--- config.mk ---
export PLATFORM = sky130hd
export DESIGN_NAME = vram_access_ctrl
export DESIGN_NICKNAME = d
export VERILOG_FILES = /design/src/rtl/vram_pkg.sv /design/src/rtl/vram_blk_engine.sv /design/src/rtl/vram_access_ctrl.sv
export SDC_FILE = /design/constraint.sdc
export NUM_CORES = 1
export LEC_CHECK = 0
export BUFFER_PORTS_ARGS = -buffer_cell sky130_fd_sc_hd__buf_4
export CORE_ASPECT_RATIO = 0.7
export CORE_UTILIZATION = 30
export CTS_CLUSTER_DIAMETER = 100
export DETAILED_ROUTE_END_ITERATION = 8
export HOLD_SLACK_MARGIN = 0.02
export SLEW_MARGIN = 20
export SYNTH_ARGS = -nofsm -noshare
export SYNTH_HDL_FRONTEND = slang
export SYNTH_HIERARCHICAL = 1
export SYNTH_SLANG_ARGS = --single-unit
--- constraint.sdc ---
create_clock -name CLK -period 2.3 [get_ports CLK]
set_clock_uncertainty 0.1 [all_clocks]
set_input_delay 0.575 -clock CLK [delete_from_list [all_inputs] [get_ports CLK]]
set_output_delay 0.575 -clock CLK [all_outputs]
set_load 0.02 [all_outputs]
--- src/rtl/vram_pkg.sv ---
// Shared types and constants for the text-VRAM access controller and its block engine.
package vram_pkg;

  typedef enum logic [2:0] {
    ST_IDLE    = 3'd0,
    ST_CPU_ACC = 3'd1,
    ST_ENG_RD  = 3'd2,
    ST_ENG_WR  = 3'd3,
    ST_GAP     = 3'd4
  } state_t;

  localparam logic OP_FILL   = 1'b0;
  localparam logic OP_SCROLL = 1'b1;

  localparam int COLS_DEF = 80;
  localparam int ROWS_DEF = 25;
  localparam int AW_DEF   = 11;

  function automatic int calc_n(input int cols, input int rows);
    return cols * rows;
  endfunction

endpackage

--- src/rtl/vram_blk_engine.sv ---
// Block engine for full-screen FILL / SCROLL-UP; presents one VRAM step at a time
// (request, direction, address, data) and advances on read/write completions.
module vram_blk_engine
  import vram_pkg::*;
#(
  parameter int COLS = COLS_DEF,
  parameter int ROWS = ROWS_DEF,
  parameter int AW   = AW_DEF
) (
  input  logic          clk,
  input  logic          reset,
  input  logic          start,
  input  logic          op,
  input  logic [7:0]    fill_char,
  input  logic          rd_done,
  input  logic          wr_done,
  input  logic [7:0]    rd_data,
  output logic          req,
  output logic          req_wr,
  output logic [AW-1:0] req_addr,
  output logic [7:0]    req_data,
  output logic          busy,
  output logic          done
);

  localparam int            N           = calc_n(COLS, ROWS);
  localparam logic [AW-1:0] LAST_IDX    = AW'(N - 1);
  localparam logic [AW-1:0] BLANK_START = AW'(N - COLS);
  localparam logic [AW-1:0] ROW_STRIDE  = AW'(COLS);

  logic          busy_q, busy_d;
  logic          done_q, done_d;
  logic          op_q, op_d;
  logic [7:0]    fill_q, fill_d;
  logic [AW-1:0] idx_q, idx_d;
  logic          have_q, have_d;
  logic [7:0]    data_q, data_d;
  logic          blank_zone;

  // Cells written with the fill character: every FILL cell and the last row of a SCROLL.
  assign blank_zone = (op_q == OP_FILL) || (idx_q >= BLANK_START);
  assign req        = busy_q;
  assign req_wr     = blank_zone | have_q;
  assign req_addr   = req_wr ? idx_q : (idx_q + ROW_STRIDE);
  assign req_data   = blank_zone ? fill_q : data_q;
  assign busy       = busy_q;
  assign done       = done_q;

  // Next-state: command acceptance, read-data latch, index advance and completion.
  always_comb begin
    busy_d = busy_q;
    done_d = 1'b0;
    op_d   = op_q;
    fill_d = fill_q;
    idx_d  = idx_q;
    have_d = have_q;
    data_d = data_q;
    if (!busy_q) begin
      if (start) begin
        busy_d = 1'b1;
        op_d   = op;
        fill_d = fill_char;
        idx_d  = {AW{1'b0}};
        have_d = 1'b0;
      end else begin
        busy_d = 1'b0;
      end
    end else if (rd_done) begin
      data_d = rd_data;
      have_d = 1'b1;
    end else if (wr_done) begin
      have_d = 1'b0;
      if (idx_q == LAST_IDX) begin
        busy_d = 1'b0;
        done_d = 1'b1;
      end else begin
        idx_d = idx_q + AW'(1);
      end
    end else begin
      have_d = have_q;
    end
  end

  // Engine state registers with synchronous reset.
  always_ff @(posedge clk) begin
    if (reset) begin
      busy_q <= 1'b0;
      done_q <= 1'b0;
      op_q   <= OP_FILL;
      fill_q <= 8'h00;
      idx_q  <= {AW{1'b0}};
      have_q <= 1'b0;
      data_q <= 8'h00;
    end else begin
      busy_q <= busy_d;
      done_q <= done_d;
      op_q   <= op_d;
      fill_q <= fill_d;
      idx_q  <= idx_d;
      have_q <= have_d;
      data_q <= data_d;
    end
  end

endmodule

--- src/rtl/vram_access_ctrl.sv ---
// Arbiter/sequencer sharing the VRAM CPU port between the CPU bus and the block engine.
// Optional macro VRAM_ARB_FAIR_EN selects round-robin instead of strict CPU priority.
module vram_access_ctrl
  import vram_pkg::*;
#(
  parameter int COLS = COLS_DEF,
  parameter int ROWS = ROWS_DEF,
  parameter int AW   = AW_DEF
) (
  input  logic          CLK,
  input  logic          RESET,
  input  logic          CPU_CS,
  input  logic          CPU_WR,
  input  logic [AW-1:0] CPU_A,
  input  logic [7:0]    CPU_DIN,
  output logic [7:0]    CPU_DOUT,
  output logic          CPU_WAIT,
  input  logic          START,
  input  logic          OP,
  input  logic [7:0]    FILL_CHAR,
  output logic          BUSY,
  output logic          DONE,
  output logic          VRAM_CS,
  output logic          VRAM_WR,
  output logic [AW-1:0] VRAM_A,
  output logic [7:0]    VRAM_DIN,
  input  logic [7:0]    VRAM_DOUT,
  input  logic          VRAM_WAIT
);

  state_t        state_q, state_d;
  logic          vram_cs_q, vram_cs_d;
  logic          vram_wr_q, vram_wr_d;
  logic [AW-1:0] vram_a_q, vram_a_d;
  logic [7:0]    vram_din_q, vram_din_d;
  logic [7:0]    cpu_dout_q, cpu_dout_d;
  logic          ack_q, ack_d;
  logic          eng_req, eng_wr, eng_rd_done, eng_wr_done;
  logic [AW-1:0] eng_addr;
  logic [7:0]    eng_data;
  logic          cpu_pend, grant_cpu, xfer_done;

  vram_blk_engine #(.COLS(COLS), .ROWS(ROWS), .AW(AW)) u_eng (
    .clk      (CLK),
    .reset    (RESET),
    .start    (START),
    .op       (OP),
    .fill_char(FILL_CHAR),
    .rd_done  (eng_rd_done),
    .wr_done  (eng_wr_done),
    .rd_data  (VRAM_DOUT),
    .req      (eng_req),
    .req_wr   (eng_wr),
    .req_addr (eng_addr),
    .req_data (eng_data),
    .busy     (BUSY),
    .done     (DONE)
  );

  assign cpu_pend  = CPU_CS & ~ack_q;
  assign xfer_done = vram_cs_q & ~VRAM_WAIT;
  assign CPU_WAIT  = CPU_CS & ~ack_q;

`ifdef VRAM_ARB_FAIR_EN
  logic last_cpu_q, last_cpu_d;
  // CPU yields to a waiting engine step only if it was served last.
  assign grant_cpu = cpu_pend & (~eng_req | ~last_cpu_q);
`else
  assign grant_cpu = cpu_pend;
`endif

  // Next-state: grant in IDLE, wait for completion, then a mandatory idle GAP cycle.
  always_comb begin
    state_d     = state_q;
    vram_cs_d   = vram_cs_q;
    vram_wr_d   = vram_wr_q;
    vram_a_d    = vram_a_q;
    vram_din_d  = vram_din_q;
    cpu_dout_d  = cpu_dout_q;
    ack_d       = ack_q & CPU_CS;
    eng_rd_done = 1'b0;
    eng_wr_done = 1'b0;
`ifdef VRAM_ARB_FAIR_EN
    last_cpu_d  = last_cpu_q;
`endif
    case (state_q)
      ST_IDLE: begin
        if (grant_cpu) begin
          state_d    = ST_CPU_ACC;
          vram_cs_d  = 1'b1;
          vram_wr_d  = CPU_WR;
          vram_a_d   = CPU_A;
          vram_din_d = CPU_DIN;
`ifdef VRAM_ARB_FAIR_EN
          last_cpu_d = 1'b1;
`endif
        end else if (eng_req) begin
          state_d    = eng_wr ? ST_ENG_WR : ST_ENG_RD;
          vram_cs_d  = 1'b1;
          vram_wr_d  = eng_wr;
          vram_a_d   = eng_addr;
          vram_din_d = eng_data;
`ifdef VRAM_ARB_FAIR_EN
          last_cpu_d = 1'b0;
`endif
        end else begin
          state_d = ST_IDLE;
        end
      end
      ST_CPU_ACC: begin
        if (xfer_done) begin
          state_d   = ST_GAP;
          vram_cs_d = 1'b0;
          vram_wr_d = 1'b0;
          // An abandoned request still finishes on the VRAM side; its result is dropped.
          if (CPU_CS) begin
            cpu_dout_d = vram_wr_q ? vram_din_q : VRAM_DOUT;
            ack_d      = 1'b1;
          end else begin
            ack_d = 1'b0;
          end
        end else begin
          state_d = ST_CPU_ACC;
        end
      end
      ST_ENG_RD: begin
        if (xfer_done) begin
          state_d     = ST_GAP;
          vram_cs_d   = 1'b0;
          eng_rd_done = 1'b1;
        end else begin
          state_d = ST_ENG_RD;
        end
      end
      ST_ENG_WR: begin
        if (xfer_done) begin
          state_d     = ST_GAP;
          vram_cs_d   = 1'b0;
          vram_wr_d   = 1'b0;
          eng_wr_done = 1'b1;
        end else begin
          state_d = ST_ENG_WR;
        end
      end
      ST_GAP:  state_d = ST_IDLE;
      default: begin
        state_d   = ST_IDLE;
        vram_cs_d = 1'b0;
        vram_wr_d = 1'b0;
      end
    endcase
  end

  // Arbiter FSM and registered VRAM/CPU outputs.
  always_ff @(posedge CLK) begin
    if (RESET) begin
      state_q    <= ST_IDLE;
      vram_cs_q  <= 1'b0;
      vram_wr_q  <= 1'b0;
      vram_a_q   <= {AW{1'b0}};
      vram_din_q <= 8'h00;
      cpu_dout_q <= 8'hFF;
      ack_q      <= 1'b0;
`ifdef VRAM_ARB_FAIR_EN
      last_cpu_q <= 1'b0;
`endif
    end else begin
      state_q    <= state_d;
      vram_cs_q  <= vram_cs_d;
      vram_wr_q  <= vram_wr_d;
      vram_a_q   <= vram_a_d;
      vram_din_q <= vram_din_d;
      cpu_dout_q <= cpu_dout_d;
      ack_q      <= ack_d;
`ifdef VRAM_ARB_FAIR_EN
      last_cpu_q <= last_cpu_d;
`endif
    end
  end

  assign VRAM_CS  = vram_cs_q;
  assign VRAM_WR  = vram_wr_q;
  assign VRAM_A   = vram_a_q;
  assign VRAM_DIN = vram_din_q;
  assign CPU_DOUT = cpu_dout_q;

endmodule

Word-level counts from Yosys, hierarchy flattened

Index checks and enable logic that the tools add are counted.

Register bits: 64
Output and inout bits: 32
Logic and storage cells: 98

$add $sub $neg: 2
$lt $le $gt $ge: 1
Equality and inequality tests: 12
Multiplexer cells: 42
Bitwise operators: 11
Reductions and logical operators: 16

Operators by type and width:

| cell                    | number |
|---|---|
| $mux W11                | 8 |
| $mux W8                 | 4 |
| $mux W1                 | 22 |
| $pmux W3 S4             | 1 |
| $add A11 B1 Y11 const B | 1 |
| $add A11 B7 Y11 const B | 1 |
| $eq A11 B11 Y1 const B  | 1 |
| $ge A11 B11 Y1 const B  | 1 |
| $mux W3                 | 3 |
| $reduce_and A3 Y1       | 3 |
| $reduce_and A2 Y1       | 4 |
| $not A1 Y1              | 7 |
| $eq A3 B2 Y1 const B    | 2 |
| $ne A2 B2 Y1 const B    | 3 |
| $pmux W1 S3             | 2 |
| $mux W2                 | 2 |
| $ne A2 B1 Y1 const B    | 2 |
| $reduce_and A4 Y1       | 1 |
| $reduce_bool A2 Y1      | 2 |
| $reduce_or A2 Y1        | 2 |
| $reduce_or A4 Y1        | 1 |
| $and A1 B1 Y1           | 3 |
| $eq A3 B1 Y1 const B    | 1 |
| $eq A3 B3 Y1 const B    | 1 |
| 6 further kinds         | 6 |

Longest topological paths before layout

Depth after elaboration: 7
Gate-level depth with buffers: 8
Gate-level depth less buffers: 7

By module

The synthesis kept the hierarchy.

Modules (own cells, without submodules):

| module           | times used | cells an instance | area each (µm²) | seq. area each (µm²) |
|---|---|---|---|---|
| vram_blk_engine  | 1          | 202               | 1,674.1         | 620.6 |
| vram_access_ctrl | 1          | 178               | 1,621.6         | 660.6 |

Worst setup path after synthesis

OpenSTA, ideal clock, no wires.

Kind: input -> register
Start point: input VRAM_WAIT
End point: register u_eng.idx_q[9]
Arrival: 1.988 ns
Slack: 0.133 ns
Stages: 7
Path through: nor2b_1 and3_1 and3b_2 o31ai_1 buf_2 or4_1 o211ai_1

Cells in the longest elaborated chain, start to end: 6
Elaborated cells on any way between the ends: 8
Those cells by class: eq/ne (2); mux (3); bitwise (2); reduce/logical (1)

RTL lines:

| item                        | line                    | source |
|---|---|---|
| from (decl)                 | vram_access_ctrl.sv:28  | `input logic VRAM_WAIT` |
| $not A1 Y1                  | vram_access_ctrl.sv:61  | `assign xfer_done = vram_cs_q & ~VRAM_WAIT;` |
| $and A1 B1 Y1               | vram_access_ctrl.sv:61  |  |
| $mux W1                     | vram_access_ctrl.sv:136 | `if (xfer_done) begin` |
| $mux W1                     | vram_access_ctrl.sv:86  | `case (state_q)` |
| named net eng_wr_done       | vram_access_ctrl.sv:38  | `logic eng_req, eng_wr, eng_rd_done, eng_wr_done;` |
| $ne A2 B2 Y1 (no line)      | --                      |  |
| $reduce_and A4 Y1 (no line) | --                      |  |
| to (signal assigned)        | vram_blk_engine.sv:91   | `idx_q <= {AW{1'b0}};` |
| to (signal assigned)        | vram_blk_engine.sv:99   | `idx_q <= idx_d;` |
| to (decl)                   | vram_blk_engine.sv:35   | `logic [AW-1:0] idx_q, idx_d;` |

The timed path passes the listed nets, and every way through them passes these cells.
A chain may end at the register's enable or synchronous reset.

Worst setup path after layout

Start point: register state_q[2]
End point: register u_eng.idx_q[7]

Cells in the longest elaborated chain, start to end: 4
Elaborated cells on any way between the ends: 7
Those cells by class: eq/ne (4); mux (2); reduce/logical (1)

RTL lines:

| item                        | line                    | source |
|---|---|---|
| from (decl)                 | vram_access_ctrl.sv:31  | `state_t state_q, state_d;` |
| from (signal assigned)      | vram_access_ctrl.sv:168 | `state_q <= state_d;` |
| $eq A3 B2 Y1                | vram_access_ctrl.sv:86  |  |
| $mux W1                     | vram_access_ctrl.sv:86  |  |
| named net eng_rd_done       | vram_access_ctrl.sv:38  |  |
| $ne A2 B2 Y1 (no line)      | --                      |  |
| $reduce_and A4 Y1 (no line) | --                      |  |

The timed path passes the listed nets, and every way through them passes these cells.

==> results.ini <==
[outcome]
status = complete, no violations

[clock_tree]
clock_latency_ps = 330
h-tree-depth = 3
clock_sinks = 64
clockBufferDepth = 2
root_buffer = clkbuf_16
clk_pin_slew_worst_paths_ps = 60
cts_buffers = 9
cts_tree = done
cts_setup_buffers = 0

[synth]
ys_seq_area_share_pct = 38.9
syn_nets = 426
muxShareOfSynthArea_pct = 6.45
synth_compound_area_share_pct = 21.3
synth_top_family_by_area = simple AND/OR/NAND/NOR gates
synth-simple-area-share_pct = 24.1
syn_inst = 380
avgSynthCellArea_um2 = 8.67
synth.distinct_cells = 54
synth-edff-count = 0
synthAdderAreaFrac_pct = 1.52
synthesis.area_um2 = 3300
synth_flop_cell = dfxtp_1
ys_async_sr_fraction_pct = 0
synth-xor-area-share_pct = 1.33
ys_warn_count = 6
ys_seq_elements = 64

[finish]
post-route-util_pct = 41.9
fillers = 1051
multi_input_area_um2 = 1810
drive_gt1_share_pct = 34.0
layout.cells.non_filler = 616
seq_area_um2 = 1280
antenna_cells = 0
layout.nets = 509
area_growth_pct = 33.7

[sta]
finalSetupViolCount = 0
hold_violations = 0
whs_ps = 353
maxSlewViolCount = 0
rsz0062_at_grt = no
worst_pin_slew_ps = 561
period_share_pct = 96.1
fmax_ghz = 0.452
maxSlewHeadroom_pct = 62.3
layout_min_cycle_time_ps = 2210

[floorplanning]
start_util_pct = 31.4
die_h_um = 89.7
rows = 31
die_w_um = 127
dieArea_um2 = 11400
coreArea_um2 = 10500
io_pins = 74

[power]
peakVddDrop_mv = 0.433
power.density_nw_per_um2 = 756
total_power_w = 0.00333
p_leak_nw = 1.80

[worst_hold_path]
hold_class = flop to flop

[drt]
met1_length_mm = 4.68
route.met3.wl_um = 625
routed_via_density = 4.99
drt_iter0_drc = 203
vias = 3073
postRouteAntennaNets = 0
wl_met2_mm = 4.16
routed_wirelength_mm = 9.52
drc = 0
firstDrtPassIters = 4
highest_layer = met4
detail_route.wl_per_cell_um = 15.5

[setup_path]
required_ps = 2450
criticalPathCategory = flop to flop
cp_max_fo = 12
cp-end-kind = flop
start_kind = flop
critPathArrivalTime_ps = 2360

[global_routing]
grt_usage_pct = 17.4
gr-total-overflow = 0
antenna_found_initial = 0
grt_start_max_net_pins = 29
grt_first_pass_wirelength_mm = 15.2
grt_pass1_vias = 2896

[place]
port_buffers = 73
place.gp.congestion = 0.885
post-dp-hpwl_mm = 7.08
place_inst = 600

[flow_run]
drv_cap = 0

==> final timing paths <==
| check | start | endpoint | slack, ps | cells after the start |
|---|---|---|---|---|
| hold / removal | u_eng/data_q[0] | u_eng/data_q[0] | 350 | 2 |
| setup / recovery | state_q[2] | u_eng/idx_q[7] | 90 | 8 |
| setup reg to reg | state_q[2] | u_eng/idx_q[7] | 90 | 8 |
| hold reg to reg | u_eng/data_q[0] | u_eng/data_q[0] | 350 | 2 |
==> power by group <==
| part | switching, W | internal, W |
|---|---|---|
| Clock | 0.000517 | 0.000950 |
| Combinational | 0.000347 | 0.000278 |
| Sequential | 0.0000544 | 0.00118 |
| Total | 0.000919 | 0.00241 |
==> kinds of logic (layout without fill, tap and decap cells) <==
kind of cell,Yosys count,after routing
AND/OR/NAND/NOR,165,165
AO/OA/AOI/OAI,82,82
flip-flops,64,64
buffers and inverters,40,128
multiplexers,20,20
XOR/XNOR,5,5
adder cells (fa/ha/maj),4,4
==> stage by stage <==
step	TNS, ps	area [um^2]	setup slack [ps]
2_1_floorplan	0	3300	133
3_3_place_gp	0	4080	25.9
3_5_place_dp	-51.9	4080	-20.5
4_1_cts	0	4400	95.4
5_1_grt	0	4410	15.9
6_report	0	4410	89.5
==> registers in the layout, summed over array words and instances (netlist names), 3 cells and up <==
name	flops
state_q	3
CPU_DOUT	8
u_eng/fill_q	8
VRAM_A	11
u_eng/data_q	8
u_eng/idx_q	11
VRAM_DIN	8
==> cell usage in the layout, fill, tap and decap left out, types with 8 or more instances in the layout <==
cell type / Yosys / layout
a21oi_1: 26 / 26
buf_4: 9 / 100
nor2_1: 28 / 28
o211ai_1: 12 / 12
nand2_1: 81 / 81
nand2b_1: 8 / 8
clkbuf_16: 0 / 9
mux2_2: 10 / 10
nand3_1: 13 / 13
a311oi_2: 18 / 18
dfxtp_1: 64 / 64
mux2i_1: 10 / 10
==> layer usage <==
| layer | GRT usage, % | up-vias |
|---|---|---|
| li1 | - | 1522 |
| met1 | 24.3 | 1441 |
| met2 | 27.0 | 104 |
| met3 | 4.03 | 6 |
| met4 | 4.55 | 0 |
| met5 | 0 | - |
==> critical path: stages, from the launching register on <==
cell,delay (ps)
dfxtp_1,490
nor2b_1,130
nand2_1,90
nor2_1,50
buf_4,190
nand3b_1,150
or4_1,410
or4_1,420
o211ai_1,90
==> synth_stat cells (4+ instances only) <==
master	n	area [um^2]
clkbuf_1	11	41.3
dfxtp_1	64	1280
buf_2	4	20.0
o21ai_0	5	25.0
mux2i_1	10	100
nand2_1	81	304
or4_1	5	37.5
nand3_1	13	65.1
inv_1	7	26.3
o211ai_1	12	90.1
a21oi_1	26	130
buf_4	9	67.6
nor2_1	28	105
mux2_2	10	113
nor2b_1	5	31.3
a311oi_2	18	270
nor3_1	6	30.0
nand2b_1	8	50.1
ha_1	4	50.1
==> cell type report <==
| type | instances | share of cell area (%) |
|---|---|---|
| inverter | 11 | 0.937 |
| sequential | 64 | 29.1 |
| clock buffer | 9 | 5.11 |
| timing repair buffer | 101 | 17.5 |
| multi-input combinational | 276 | 41.0 |
| clock inverter | 7 | 2.16 |
| tap | 148 | 4.20 |
==> repair_timing <==
item,in CTS,in global routing
gates resized for setup,0,1
hold buffers,0,0
endpoints found under the setup margin,0,3
No activity file was read; power rests on OpenSTA's default activity.
